<file path="config.mk">
export PLATFORM = sky130hd
export DESIGN_NAME = stage_mem_flat
export DESIGN_NICKNAME = d
export VERILOG_FILES = /design/src/rtl/stage_mem_if.sv /design/src/rtl/stage_mem.sv /design/src/flat_wrapper.sv
export SDC_FILE = /design/constraint.sdc
export NUM_CORES = 1
export LEC_CHECK = 0
export ABC_CLOCK_PERIOD_IN_PS = 3850
export CORE_MARGIN = 8
export CORE_UTILIZATION = 40
export CTS_CLUSTER_SIZE = 16
export DETAILED_ROUTE_END_ITERATION = 6
export HOLD_SLACK_MARGIN = 0.15
export PLACE_DENSITY_LB_ADDON = 0.25
export REMOVE_ABC_BUFFERS = 1
export SKIP_CTS_REPAIR_TIMING = 1
export SYNTH_ARGS = -nofsm -noshare
export SYNTH_HDL_FRONTEND = slang
export SYNTH_SLANG_ARGS = --single-unit
</file>
<file path="constraint.sdc">
create_clock -name clk -period 3.85 [get_ports clk]
set_input_delay 0.5775 -clock clk [delete_from_list [all_inputs] [get_ports clk]]
set_output_delay 0.5775 -clock clk [all_outputs]
set_load 0.1 [all_outputs]
</file>
<file path="src/rtl/stage_mem_if.sv">
// stage_mem_if: request/response bus between the memory stage and data memory.
// master = memory stage (issues requests), slave = memory (answers them).
interface stage_mem_if;
  logic        mem_req_valid;
  logic        mem_req_ready;
  logic        mem_req_write;
  logic [31:0] mem_addr;
  logic [31:0] mem_wdata;
  logic        mem_resp_valid;
  logic [31:0] mem_rdata;

  modport master (
    output mem_req_valid,
    input  mem_req_ready,
    output mem_req_write,
    output mem_addr,
    output mem_wdata,
    input  mem_resp_valid,
    input  mem_rdata
  );

  modport slave (
    input  mem_req_valid,
    output mem_req_ready,
    input  mem_req_write,
    input  mem_addr,
    input  mem_wdata,
    output mem_resp_valid,
    output mem_rdata
  );
endinterface

</file>
<file path="src/rtl/stage_mem.sv">
// stage_mem: pipeline memory stage. ALU/NOP results retire in one cycle;
// aligned loads/stores stall upstream while one request is outstanding.
// Misaligned accesses retire immediately with a misalign_err pulse.
// Optional wait-abort timer: compile with `define STAGE_MEM_TIMEOUT_EN.
module stage_mem #(
  parameter int unsigned TIMEOUT_CYCLES = 16
) (
  input  logic        clk,
  input  logic        rst,
  input  logic        in_valid,
  input  logic [31:0] instruction_in,
  input  logic [31:0] alu_result,
  input  logic [31:0] register_b_value,
  output logic        stall_out,
  stage_mem_if.master mem,
  output logic        wb_en,
  output logic [4:0]  wb_addr,
  output logic [31:0] wb_data,
  output logic [31:0] instruction_out,
  output logic        misalign_err,
  output logic        timeout_err
);

  localparam logic [1:0] S_IDLE = 2'd0;
  localparam logic [1:0] S_REQ  = 2'd1;
  localparam logic [1:0] S_WAIT = 2'd2;

  localparam logic [6:0] OP_LOAD  = 7'h03;
  localparam logic [6:0] OP_STORE = 7'h23;
  localparam logic [6:0] OP_NOP   = 7'h00;

  logic [1:0]  state;
  logic [31:0] instr_q;
  logic [4:0]  rd_q;

  logic [6:0]  opcode;
  logic [4:0]  rd_in;
  logic        is_mem;
  logic        is_alu;
  logic        aligned;
  logic        to_hit;

  // Decode the incoming instruction fields
  always_comb begin
    opcode  = instruction_in[6:0];
    rd_in   = instruction_in[16:12];
    is_mem  = (opcode == OP_LOAD) || (opcode == OP_STORE);
    is_alu  = !is_mem && (opcode != OP_NOP);
    aligned = (alu_result[1:0] == 2'b00);
  end

  assign stall_out         = (state != S_IDLE);
  assign mem.mem_req_valid = (state == S_REQ);

  // Stage FSM, request latches and retire/writeback outputs
  always_ff @(posedge clk or negedge rst) begin
    if (!rst) begin
      state             <= S_IDLE;
      instr_q           <= '0;
      rd_q              <= '0;
      mem.mem_req_write <= 1'b0;
      mem.mem_addr      <= '0;
      mem.mem_wdata     <= '0;
      wb_en             <= 1'b0;
      wb_addr           <= '0;
      wb_data           <= '0;
      instruction_out   <= '0;
      misalign_err      <= 1'b0;
    end else begin
      wb_en        <= 1'b0;
      misalign_err <= 1'b0;
      case (state)
        S_IDLE: begin
          if (in_valid) begin
            if (is_mem && aligned) begin
              state             <= S_REQ;
              mem.mem_addr      <= alu_result;
              mem.mem_wdata     <= register_b_value;
              mem.mem_req_write <= (opcode == OP_STORE);
              instr_q           <= instruction_in;
              rd_q              <= rd_in;
            end else begin
              instruction_out <= instruction_in;
              misalign_err    <= is_mem;
              if (is_alu && (rd_in != 5'd0)) begin
                wb_en   <= 1'b1;
                wb_addr <= rd_in;
                wb_data <= alu_result;
              end
            end
          end
        end
        S_REQ: begin
          if (mem.mem_req_ready) begin
            if (mem.mem_req_write) begin
              state           <= S_IDLE;
              instruction_out <= instr_q;
            end else begin
              state <= S_WAIT;
            end
          end else if (to_hit) begin
            state           <= S_IDLE;
            instruction_out <= instr_q;
          end
        end
        S_WAIT: begin
          if (mem.mem_resp_valid) begin
            state           <= S_IDLE;
            instruction_out <= instr_q;
            if (rd_q != 5'd0) begin
              wb_en   <= 1'b1;
              wb_addr <= rd_q;
              wb_data <= mem.mem_rdata;
            end
          end else if (to_hit) begin
            state           <= S_IDLE;
            instruction_out <= instr_q;
          end
        end
        default: state <= S_IDLE;
      endcase
    end
  end

`ifdef STAGE_MEM_TIMEOUT_EN
  localparam logic [31:0] TO_LAST = 32'(TIMEOUT_CYCLES - 1);

  logic [31:0] to_cnt;

  // Counter value k means this is the (k+1)th busy cycle; a transfer or
  // response on the final cycle wins because to_hit requires their absence.
  assign to_hit = (((state == S_REQ) && !mem.mem_req_ready) ||
                   ((state == S_WAIT) && !mem.mem_resp_valid)) &&
                  (to_cnt == TO_LAST);

  // Busy-cycle counter (held at zero in IDLE) and abort pulse
  always_ff @(posedge clk or negedge rst) begin
    if (!rst) begin
      to_cnt      <= '0;
      timeout_err <= 1'b0;
    end else begin
      timeout_err <= to_hit;
      if (state == S_IDLE) begin
        to_cnt <= '0;
      end else begin
        to_cnt <= to_cnt + 32'd1;
      end
    end
  end
`else
  logic unused_timeout_cfg;

  assign unused_timeout_cfg = (TIMEOUT_CYCLES != 0);
  assign to_hit             = 1'b0;
  assign timeout_err        = 1'b0;
`endif

endmodule

</file>
<file path="src/flat_wrapper.sv">
// flat-port wrapper written by rule: the top's interface ports become plain ports
module stage_mem_flat 
#(
  parameter int unsigned TIMEOUT_CYCLES = 16
)
  (clk, rst, in_valid, instruction_in, alu_result, register_b_value, stall_out, wb_en, wb_addr, wb_data, instruction_out, misalign_err, timeout_err, mem_mem_req_valid, mem_mem_req_ready, mem_mem_req_write, mem_mem_addr, mem_mem_wdata, mem_mem_resp_valid, mem_mem_rdata);
  stage_mem_if mem_i ();
  input  logic clk;
  input  logic rst;
  input  logic in_valid;
  input  logic [31:0] instruction_in;
  input  logic [31:0] alu_result;
  input  logic [31:0] register_b_value;
  output logic stall_out;
  output logic wb_en;
  output logic [4:0] wb_addr;
  output logic [31:0] wb_data;
  output logic [31:0] instruction_out;
  output logic misalign_err;
  output logic timeout_err;
  output wire logic [$bits(mem_i.mem_req_valid)-1:0] mem_mem_req_valid;
  input wire logic [$bits(mem_i.mem_req_ready)-1:0] mem_mem_req_ready;
  output wire logic [$bits(mem_i.mem_req_write)-1:0] mem_mem_req_write;
  output wire logic [$bits(mem_i.mem_addr)-1:0] mem_mem_addr;
  output wire logic [$bits(mem_i.mem_wdata)-1:0] mem_mem_wdata;
  input wire logic [$bits(mem_i.mem_resp_valid)-1:0] mem_mem_resp_valid;
  input wire logic [$bits(mem_i.mem_rdata)-1:0] mem_mem_rdata;
  assign mem_mem_req_valid = mem_i.mem_req_valid;
  assign mem_i.mem_req_ready = mem_mem_req_ready;
  assign mem_mem_req_write = mem_i.mem_req_write;
  assign mem_mem_addr = mem_i.mem_addr;
  assign mem_mem_wdata = mem_i.mem_wdata;
  assign mem_i.mem_resp_valid = mem_mem_resp_valid;
  assign mem_i.mem_rdata = mem_mem_rdata;
  stage_mem #(.TIMEOUT_CYCLES(TIMEOUT_CYCLES)) u_core (.clk(clk), .rst(rst), .in_valid(in_valid), .instruction_in(instruction_in), .alu_result(alu_result), .register_b_value(register_b_value), .stall_out(stall_out), .mem(mem_i), .wb_en(wb_en), .wb_addr(wb_addr), .wb_data(wb_data), .instruction_out(instruction_out), .misalign_err(misalign_err), .timeout_err(timeout_err));
endmodule
</file>
* Word level (Yosys, flattened, before mapping)
Index checks and enable logic that the tools add are counted.
** Word-level totals
- Register bits after elaboration :: 175
- Bits of input ports :: 133
- Output and inout port bits :: 139
** Operators by class
- Reductions and logical operators :: 17
- Equal/unequal tests :: 12
- Mux-type cells :: 33
** Operators by type and width (count)
- 32-bit 2-to-1 mux :: 10
- 32-bit case mux with 3 select lines :: 1
- 32-bit case mux with 2 select lines :: 1
- 5-bit 2-to-1 mux :: 5
- 6-bit AND reduction :: 2
- 2-bit 2-to-1 mux :: 5
- 2-bit by 1-bit != test with 1-bit output (second input constant) :: 5
- 5-bit case mux with 2 select lines :: 1
- 5-bit nonzero test :: 2
- 1-bit 2-to-1 mux :: 8
- 7-bit by 2-bit equality test with 1-bit output (second input constant) :: 1
- 7-bit by 6-bit equality test with 1-bit output (second input constant) :: 1
- 7-bit nonzero test :: 1
- 2-bit != test (second input constant) :: 3
- 2-bit case mux with 3 select lines :: 1
- 2-bit logical NOT :: 2
- 4-bit AND reduction :: 1
- 2-bit nonzero test :: 2
- 1-bit logical AND :: 3
- 3-bit AND reduction :: 1
- 3-bit nonzero test :: 1
- 2-bit by 1-bit equality test with 1-bit output (second input constant) :: 1
- 2-bit equality test (second input constant) :: 1
- 1-bit case mux with 2 select lines :: 1
- 2 further kinds :: 2

* Logic depth before layout (Yosys ltp)
Gate-level depths: netlist (run 1).
- Depth in word-level cells :: 9
- Mapped depth :: 9
- Mapped depth without buffers :: 6

* Worst setup path after synthesis (run 1)
OpenSTA, ideal clock, no wires.
- Path type :: register to register
- From :: reg u_core.state[0]
- To :: reg u_core.wb_addr[0]
- Data required time :: 3.725 ns
- Path buffers :: 2
- Library setup time :: 0.125 ns
- Path slack :: 1.030 ns
- Clock period less this slack :: 2.820 ns
- Arrival time :: 2.695 ns
- Cell stages (with the launch flop) :: 9
- Cell sequence :: dfrtp_1 inv_1 ha_1 clkbuf_1 inv_1 o41ai_1 a221oi_2 buf_2 mux2_2
** On the way
- Cells in the longest elaborated chain, start to end :: 3
- Elaborated cells between the ends (all ways) :: 10
- Classes of those cells :: 6 x eq/ne; 1 x mux; 3 x reduce/logical
** Ends and longest elaborated chain
- from (decl) :: line stage_mem.sv:32 : logic [1:0] state;
- from (signal assigned) :: line stage_mem.sv:58 : state <= S_IDLE;
- from (signal assigned) :: line stage_mem.sv:76 : state <= S_REQ;
- from (signal assigned) :: line stage_mem.sv:96 : state <= S_IDLE;
- 2-bit equality test or 2-bit logical NOT (tied branches) :: line stage_mem.sv:72 : case (state)
- 2-bit by 1-bit != test with 1-bit output (no line) (tied with other cells)
- 6-bit AND reduction (no line)
- to (signal assigned) :: line stage_mem.sv:87 : wb_addr <= rd_in;
- to (signal assigned) :: line stage_mem.sv:112 : wb_addr <= rd_q;
- to (decl) :: line stage_mem.sv:17 : output logic [4:0] wb_addr,
Parallel ways exist; a longest one is shown, timed or not.
A chain may end at the register's enable or synchronous reset.

* Final worst setup path (run 1)
- From :: reg u_core.state[0]
- To :: out stall_out
** On the way
- Cells in the longest elaborated chain, start to end :: 1
** Ends and longest elaborated chain
- 2-bit nonzero test :: line stage_mem.sv:52 : assign stall_out = (state != S_IDLE);
- to (decl) :: line flat_wrapper.sv:14 : output logic stall_out;
No other way between the ends.

==> results of run 1 <==
## cell families after synthesis
family	count (synthesis)
multiplexers	226
flip-flops	170
buffers and inverters	35
AND/OR/NAND/NOR	26
AO/OA/AOI/OAI	11
adder cells (fa/ha/maj)	3
other	1
## area by class of cell
| cell class | instances | area (um^2) |
|---|---|---|
| well taps | 229 | 287 |
| clock buffers | 19 | 443 |
| inverters | 7 | 26.3 |
| fillers | 1407 | 7080 |
| clock inverters | 13 | 180 |
| repair buffers | 277 | 2780 |
| flip-flops and latches | 170 | 4250 |
| multi-input cells | 267 | 2850 |
## flip-flops by register name, indices dropped and copies added, names as in the netlist
signal                    cells
u_core.state                  2
u_core.misalign_err           1
u_core.rd_q                   4
u_core.instr_q               28
u_core.wb_data               32
u_core.mem.mem_addr          32
u_core.wb_addr                5
u_core.instruction_out       32
u_core.mem.mem_wdata         32
u_core.mem.mem_req_write      1
u_core.wb_en                  1
## worst register-to-register path, stage by stage (launching register included)
cell and delay, ps:
dfrtp_1 380, inv_1 100, ha_2 360, buf_4 450, nor3_1 140, or4_1 400
buf_4 280, mux2_1 390
## placed cells by master (no fill, tap or decap), drive strengths merged, types with 2 or more instances in the layout
cell | Yosys | layout
clkdlybuf4s50 | 0 | 269
mux2 | 226 | 226
dfrtp | 170 | 170
clkbuf | 10 | 19
inv | 7 | 13
buf | 18 | 8
nor2b | 6 | 6
nand2 | 4 | 4
clkinv | 0 | 4
or3 | 3 | 3
or4 | 3 | 3
or2 | 3 | 3
o21ai | 3 | 3
bufinv | 0 | 3
ha | 3 | 3
a21oi | 2 | 2
nor3 | 2 | 2
nor4 | 2 | 2
## per-layer routing
| metal | vias up | global-route usage (%) | routed length [um] | part of all wire [%] |
|---|---|---|---|---|
| li1 | 2225 | - | - | - |
| met1 | 2491 | 19.1 | 7130 | 36 |
| met2 | 161 | 31.6 | 10600 | 54 |
| met3 | 21 | 6.25 | 1620 | 8.2 |
| met4 | 2 | 6.68 | 325 | 1.6 |
| met5 | - | 0 | 13 | 0.066 |
## path summary, 6_finish.rpt
kind,start,to,slack (ps),cells past startpoint
min in group clk,u_core.instr_q[1],u_core.instr_q[1],460,1
setup reg to reg,u_core.state[0],u_core.instruction_out[4],1220,7
setup / recovery,u_core.state[0],stall_out,800,4
max in group asynchronous,rst,u_core.instruction_out[27],2690,2
hold reg to reg,u_core.instr_q[1],u_core.instr_q[1],460,1
hold / removal,rst,u_core.mem.mem_addr[29],200,1
## through the flow
stage / setup WS (ps) / area, um^2 / hold slack [ps] / std cells
floorplan: -1010 / 7120 / 282 / 444
global placement: 734 / 10200 / 446 / 950
detailed placement: 678 / 10200 / 447 / 950
CTS: 779 / 10800 / 233 / 982
global route: 697 / 10800 / 260 / 982
finish: 801 / 10800 / 202 / 982
## report_power, final
group | total (W) | internal (W) | switching [W]
Combinational | 0.00522 | 0.00140 | 0.00382
Clock | 0.00180 | 0.00106 | 0.000743
Sequential | 0.00244 | 0.00221 | 0.000229
==> reports/summary.txt, run 1 <==
status -> finished clean
post-DR wirelength/cell -> 20.1 um
highest-delay cell along the critical path -> clkdlybuf4s50_1
count leader, synth -> mux2_2
type of origin of the critical path -> register
Syn Inst Count -> 472
Die H -> 151 um
length of the first detailed-routing pass in iterations -> 4
largest net degree at the start of global routing -> 87
number of global-route vias before repair -> 5669
final period utilization -> 79.2%
port bufs -> 270
Fin. Hold Viols -> 0
fin. max-slew vios -> 0
top-area cell type share of the netlist area -> 58.6%
Worst-path clk slew -> 70 ps
CP Max Fanout -> 8
Compound-Gate Fraction of Synth Area -> 1.10%
HPWL after DPL -> 14.6 mm
GRT Total Usage -> 17.8%
Initial Util -> 40.5%
Tmin final -> 3050 ps
CP required -> 3270 ps
Synthesis Warnings -> 0
Critical Path End Type -> output pin
GPL Wtd Cong -> 0.780
WL final -> 19.7 mm
ant diodes -> 0
Placement Rows -> 49
Longest Clk Path Bufs -> 2
ys flop type -> dfrtp_1
DRT iter0 DRCs -> 144
I/O Pins -> 272
CP top delay family -> buffers and inverters
die area -> 22700 um^2
Die Wd -> 151 um
Clock Skews -> 13.8 ps
EDFF count, synth -> 0
Post-Synth XOR/XNOR Area -> 0%
first-pass GRT wire length -> 31.1 mm
clock root cell -> clkbuf_16
flops & latches, synth -> 170
Max Cap Viol -> 0
initial antenna violation count -> 1
final setup violation count -> 0
largest family of logic cells by synthesized area -> multiplexers
leak pwr -> 4.71 nW
H-Tree Depth -> 4
synth cell count leaders -> mux2_2 (225), dfrtp_1 (170), buf_2 (11)
Worst Tran Pin Value -> 1060 ps
DRT antenna net count -> 0
worst skew pair latency -> 420 ps
DRC Markers -> 0
TritonCTS clock tree -> done
Async SR Flop Fraction -> 100%
Inserted Clock Buffers -> 17
Synth Area in Adders -> 0.517%
total clock sinks -> 170
CP most frequent cell -> inv_1
Setup TNS -> 0 ps
largest cells by area after synthesis -> dfrtp_1 (59%), mux2_2 (35%), buf_2 (0.76%)
vias post-DR -> 4900
relative slew slack -> 29.4%
CP cell instances -> inv_1 > ha_1 > inv_1 > clkdlybuf4s50_1
Buf/Inv on CP -> 3
Hold WC Path Type -> in2async
arrival time worst endpoint -> 2470 ps
layout cells sized above 1 -> 35.9%
Achievable Freq -> 328 MHz
drt via density -> 4.99
synthesized area -> 7260 um^2
Final nets -> 876
critical path's largest stage delay -> 1160 ps
Crit Path Category -> reg2out
sequential fraction of the synthesis area -> 58.6%
GR Overflow Total -> 0
multiplexer area fraction after synthesis -> 35.1%
Power Density -> 875 nW/um^2
overall power -> 0.00946 W
post-synth top area cell -> dfrtp_1
P&R area growth vs syn -> 49.1%
Synth Area in Simple Gates -> 2.33%
maximum vdd drop -> 0.000671 V
syn avg cell area -> 15.4 um^2
Unique masters post-synth -> 29
Placeable Area -> 17900 um^2
RSZ-0062 raised after global routing -> no
final core utilization -> 60.4%
Power figures use the tool's default switching activity.
==> run 2, diff against run 1 <==
--- a/config.mk
+++ b/config.mk
@@ -5,7 +5,7 @@
 export SDC_FILE = /design/constraint.sdc
 export NUM_CORES = 1
 export LEC_CHECK = 0
-export ABC_CLOCK_PERIOD_IN_PS = 3850
+export ABC_CLOCK_PERIOD_IN_PS = 3000
 export CORE_MARGIN = 8
 export CORE_UTILIZATION = 40
 export CTS_CLUSTER_SIZE = 16
==> constraint.sdc (replaced) <==
create_clock -name clk -period 3 [get_ports clk]
set_input_delay 0.45 -clock clk [delete_from_list [all_inputs] [get_ports clk]]
set_output_delay 0.45 -clock clk [all_outputs]
set_load 0.1 [all_outputs]
==> run 2 against run 1 <==
Combinational power up 26%. Sequential cell count did not move. Core utilization fell by 1.5 points. Critical path depth increased by 2. Critical path type is now in2reg. Largest power group unchanged.
==> reports/summary.txt, run 2 (synthesis gave the netlist of run 1 again) <==
GPL Wtd Cong -> 0.785 (was 0.780)
HPWL after DPL -> 14.7 mm (was 14.6 mm)
Tmin final -> 2470 ps
Multi-input gate area -> 2850 um^2 (unchanged)
Inserted Clock Buffers -> 17 (unchanged)
overall power -> 0.0120 W (was 0.00946 W)
Levels on crit path -> 6 (was 4)
Placeable Area -> 17900 um^2 (unchanged)
Buf/Inv on CP -> 3 (unchanged)
leak pwr -> 4.93 nW (was 4.71 nW)
WL final -> 19.6 mm (was 19.7 mm)
final setup violation count -> 0 (unchanged)
highest-delay cell along the critical path -> or4_1 (was clkdlybuf4s50_1)
GRT Total Usage -> 17.2% (was 17.8%)
RSZ-0062 raised after global routing -> no (unchanged)
port bufs -> 270 (unchanged)
TritonCTS clock tree -> done (unchanged)
type of origin of the critical path -> input port (was register)
drt via density -> 4.99 (about the same)
maximum vdd drop -> 0.000996 V (was 0.000671 V)
Crit Path Category -> in2reg (was reg2out)
initial antenna violation count -> 1 (unchanged)
Fillers -> 1467 (was 1407)
Placement Rows -> 49 (unchanged)
worst skew pair latency -> 420 ps (about the same)
Die H -> 151 um (unchanged)
Die Wd -> 151 um (unchanged)
Power Density -> 1140 nW/um^2 (was 875 nW/um^2)
Hold WC Path Type -> reg2reg (was in2async)
DRT antenna net count -> 0 (unchanged)
Worst-path clk slew -> 70 ps (about the same)
ant diodes -> 0 (unchanged)
H-Tree Depth -> 4 (unchanged)
final period utilization -> 82.2%
Final nets -> 882 (was 876)
CP top delay family -> simple AND/OR/NAND/NOR gates (was buffers and inverters)
clock root cell -> clkbuf_16 (unchanged)
length of the first detailed-routing pass in iterations -> 4 (unchanged)
CP required -> 3300 ps (was 3270 ps)
DRT iter0 DRCs -> 128 (was 144)
most frequent cells in the layout -> mux2_2 (225), dfrtp_1 (170), buf_4 (145) (was clkdlybuf4s50_1 (269), mux2_2 (225), dfrtp_1 (170))
Max Cap Viol -> 0 (unchanged)
most common cell after layout, fill and taps aside -> mux2_2 (was clkdlybuf4s50_1)
Critical Path End Type -> register (was output pin)
arrival time worst endpoint -> 2770 ps (was 2470 ps)
critical path's largest stage delay -> 660 ps (was 1160 ps)
die area -> 22700 um^2 (unchanged)
Fin. Hold Viols -> 0 (unchanged)
Clock Skews -> 11.5 ps (was 13.8 ps)
status -> finished clean (unchanged)
register area -> 4250 um^2 (unchanged)
DRC Markers -> 0 (unchanged)
I/O Pins -> 272 (unchanged)
Initial Util -> 40.5% (unchanged)
number of global-route vias before repair -> 5568 (was 5669)
Hold Path Stages -> 1
CP cell instances -> clkdlybuf4s50_1 > or4_1 > nor4_4 > buf_4 > buf_12 > mux2_2 (was inv_1 > ha_1 > inv_1 > clkdlybuf4s50_1)
Worst Tran Pin Value -> 530 ps (was 1060 ps)
vias post-DR -> 4926 (was 4900)
first-pass GRT wire length -> 30.1 mm (was 31.1 mm)
placed inst area -> 9930 um^2 (was 10200 um^2)
Final Cell Area -> 10500 um^2 (was 10800 um^2)
CP Max Fanout -> 35 (was 8)
GR Overflow Total -> 0 (unchanged)
relative slew slack -> 64.2% (was 29.4%)
R2R depth -> 7 (unchanged)
Longest Clk Path Bufs -> 2 (unchanged)
P&R area growth vs syn -> 45.3% (was 49.1%)
total clock sinks -> 170 (unchanged)
largest net degree at the start of global routing -> 66 (was 87)
post-DR wirelength/cell -> 19.9 um (was 20.1 um)
fin. max-slew vios -> 0 (unchanged)
layout cells sized above 1 -> 54.5% (was 35.9%)
Achievable Freq -> 405 MHz
-- run 2: layout make-up --
type | count | share of cell area, %
Timing Repair Buffer | 283 | 23.9
Multi-Input combinational cell | 267 | 27.0
Tap cell | 229 | 2.72
Sequential cell | 170 | 40.3
Clock inverter | 14 | 1.76
Inverter | 7 | 0.249
Clock buffer | 17 | 4.03
-- run 2: layer usage --
metal / vias to the layer above / track usage [%] / routed length (um)
met3: 26 / 6.43 / 1450
met5: - / 0 / 10
li1: 2225 / - / -
met1: 2514 / 18.0 / 7160
met2: 159 / 30.9 / 10600
met4: 2 / 6.09 / 403
-- run 2: worst register-to-register path, cell delays in order (launching register included) --
cell and delay (ps):
dfrtp_1 360, inv_1 80, ha_1 310, nand2b_1 150, o221ai_1 190, or4_1 640
buf_12 210, mux2_1 320
-- run 2: power breakdown --
part	internal [W]	leakage, nW	switching (W)	total, W
combinational	0.00165	2.44	0.00493	0.00658
clock	0.00133	0.289	0.000943	0.00227
sequential	0.00284	2.20	0.000299	0.00314
-- run 2: path summary, 6_finish.rpt --
check | slack, ps | start | to
worst max-delay path | 530 | instruction_in[6] | u_core.mem.mem_addr[7]
worst min-delay path | 470 | u_core.instr_q[0] | u_core.instr_q[0]
worst max register to register | 640 | u_core.state[0] | u_core.instruction_out[4]
worst min register to register | 470 | u_core.instr_q[0] | u_core.instr_q[0]
max in group asynchronous | 1680 | rst | u_core.mem.mem_wdata[0]
min in group asynchronous | 540 | rst | u_core.wb_data[29]
-- run 2: per-stage QoR --
stage          hold slack, ps  setup TNS [ps]  setup WS (ps)  cells  utilization, %
2_1_floorplan             154         -208330          -1730    444               -
3_3_place_gp              423               0            140    955            55.5
3_5_place_dp              427               0           93.3    955            55.5
4_1_cts                 -28.8               0            540    986            58.9
5_1_grt                   505               0            484    987            58.9
6_report                  475               0            534    987            58.9
==> patch, RTL diff (settings of run 2) <==
Add a define of `STAGE_MEM_TIMEOUT_EN`.
--- a/src/rtl/stage_mem.sv
+++ b/src/rtl/stage_mem.sv
@@ -2,6 +2,8 @@
 // aligned loads/stores stall upstream while one request is outstanding.
 // Misaligned accesses retire immediately with a misalign_err pulse.
 // Optional wait-abort timer: compile with `define STAGE_MEM_TIMEOUT_EN.
+`define STAGE_MEM_TIMEOUT_EN
+
 module stage_mem #(
   parameter int unsigned TIMEOUT_CYCLES = 16
 ) (
Check against the original RTL: no difference found for any inputs over 4 cycles, from zero or initial values and one cycle with rst low; that may be too few to reach the edited logic, so the function may still have changed.
==> patch against run 2 <==
  * Setup slack got worse by 0.043 ns
  * Final area rose by 16%
  * Clock power rose by 19%
  * Wire length rose by 25%
  * Total power fell by 15%
  * Sequential cell count rose by 33
  * Synthesized cell count rose by 47%
  * First-iteration DRC count rose to 2.5 times the old value
  * Area after synthesis rose by 20%
  * Critical path type is now flip-flop to flip-flop
  * Critical endpoint is now u_core.instruction_out[24]
  * Largest cell class unchanged
  * Largest power group unchanged
==> patch: results (changes against run 2) <==
status=complete, no violations (unchanged); Longest Clk Path Bufs=3 (was 2); Layout fillers=1858 (was 1467); Leak=5.59 nW (was 4.93 nW); drt first-iter violations=324 (was 128); Worst R2R Setup Slack=0.49 ns (was 0.64 ns); routability cong.=0.748 (was 0.785); HP Start=u_core.to_cnt[0] (was u_core.instr_q[0]); Worst path max stage delay=0.97 ns (was 0.66 ns); worst clock skew=0.00826 ns (was 0.0115 ns); Synth Area per Inst=12.5 µm² (was 15.4 µm²); CP max stage cell=a2111oi_2 (was or4_1); Placed Area=11500 µm² (was 9930 µm²); dpl hpwl=17.1 mm (was 14.7 mm); Cell Pwr Density=831 nW/µm² (was 1140 nW/µm²); post-synthesis sequential area ratio=58.5% (was 58.6%); CTS Buf Count=23 (was 17); Port Buffers=271 (was 270); fin cells=1260 (was 987); worst skew pair latency=0.50 ns (was 0.42 ns); share of cells above drive strength 1=28.4% (was 54.5%); R2R cell count=8 (was 7); first-pass GRT wire length=39.0 mm (was 30.1 mm); critical path peak fanout=13 (was 35); placed insts=1218 (was 955); DR pass1 iterations=6 (was 4); Yosys cell types=44 (was 29); All-Layer GR Usage=18.2% (was 17.2%); largest net degree at the start of global routing=81 (was 66); initial antenna violation count=0 (was 1); worst r2r src=u_core.state[1] (was u_core.state[0])
patch: worst max path at each step:
stage | from | end | slack, ns | depth (start not counted)
after floorplan | u_core.state[0] | u_core.wb_addr[0] | -2.23 | 6
after global placement | instruction_in[6] | u_core.instruction_out[29] | 0.10 | 6
after detailed placement | instruction_in[6] | u_core.instruction_out[28] | 0.04 | 6
after CTS | u_core.state[1] | u_core.instruction_out[24] | 0.45 | 8
after global routing | u_core.state[1] | u_core.instruction_out[25] | 0.16 | 8
final | u_core.state[1] | u_core.instruction_out[24] | 0.49 | 8
patch: cells by family (layout without fill, tap and decap cells):
kind of cell / count (synthesis) / after routing / synth area share [%]
fa+ha+maj: 6 / 6 / 0.865
mux: 126 / 126 / 15.8
compound gates: 134 / 134 / 10.3
buf+inv: 53 / 340 / 2.64
xor+xnor: 24 / 24 / 2.42
flops: 203 / 203 / 58.5
simple gates: 147 / 147 / 9.46
patch: metal layers:
metal  vias up  wire (µm)  track usage, %
met5         -          0               0
met4         0        733            5.59
met3        41       1590            5.29
met2       167      11800            29.9
met1      3213      10400            22.7
li1       3057          -               -
patch: final cells by class:
type                    instances  share of cell area [%]
flip-flops and latches        203                    41.6
clock buffers                  27                    5.09
well taps                     280                    2.87
repair buffers                290                    21.3
inverters                       9                   0.277
multi-input cells             437                    28.0
clock inverters                14                   0.851
patch: where the power goes:
part / leakage [nW] / switching, mW / internal [mW]
clock: 0.364 / 1.13 / 1.56
sequential: 2.66 / 0.227 / 3.09
combinational: 2.57 / 3.20 / 0.926
total: 5.59 / 4.56 / 5.58
patch: worst max-delay path, delay by kind of cell (launching register included):
kind	cells	cell delay, ns
compound gates	2	1.07
buf+inv	2	0.42
flops	1	0.40
simple gates	3	0.34
fa+ha+maj	1	0.22
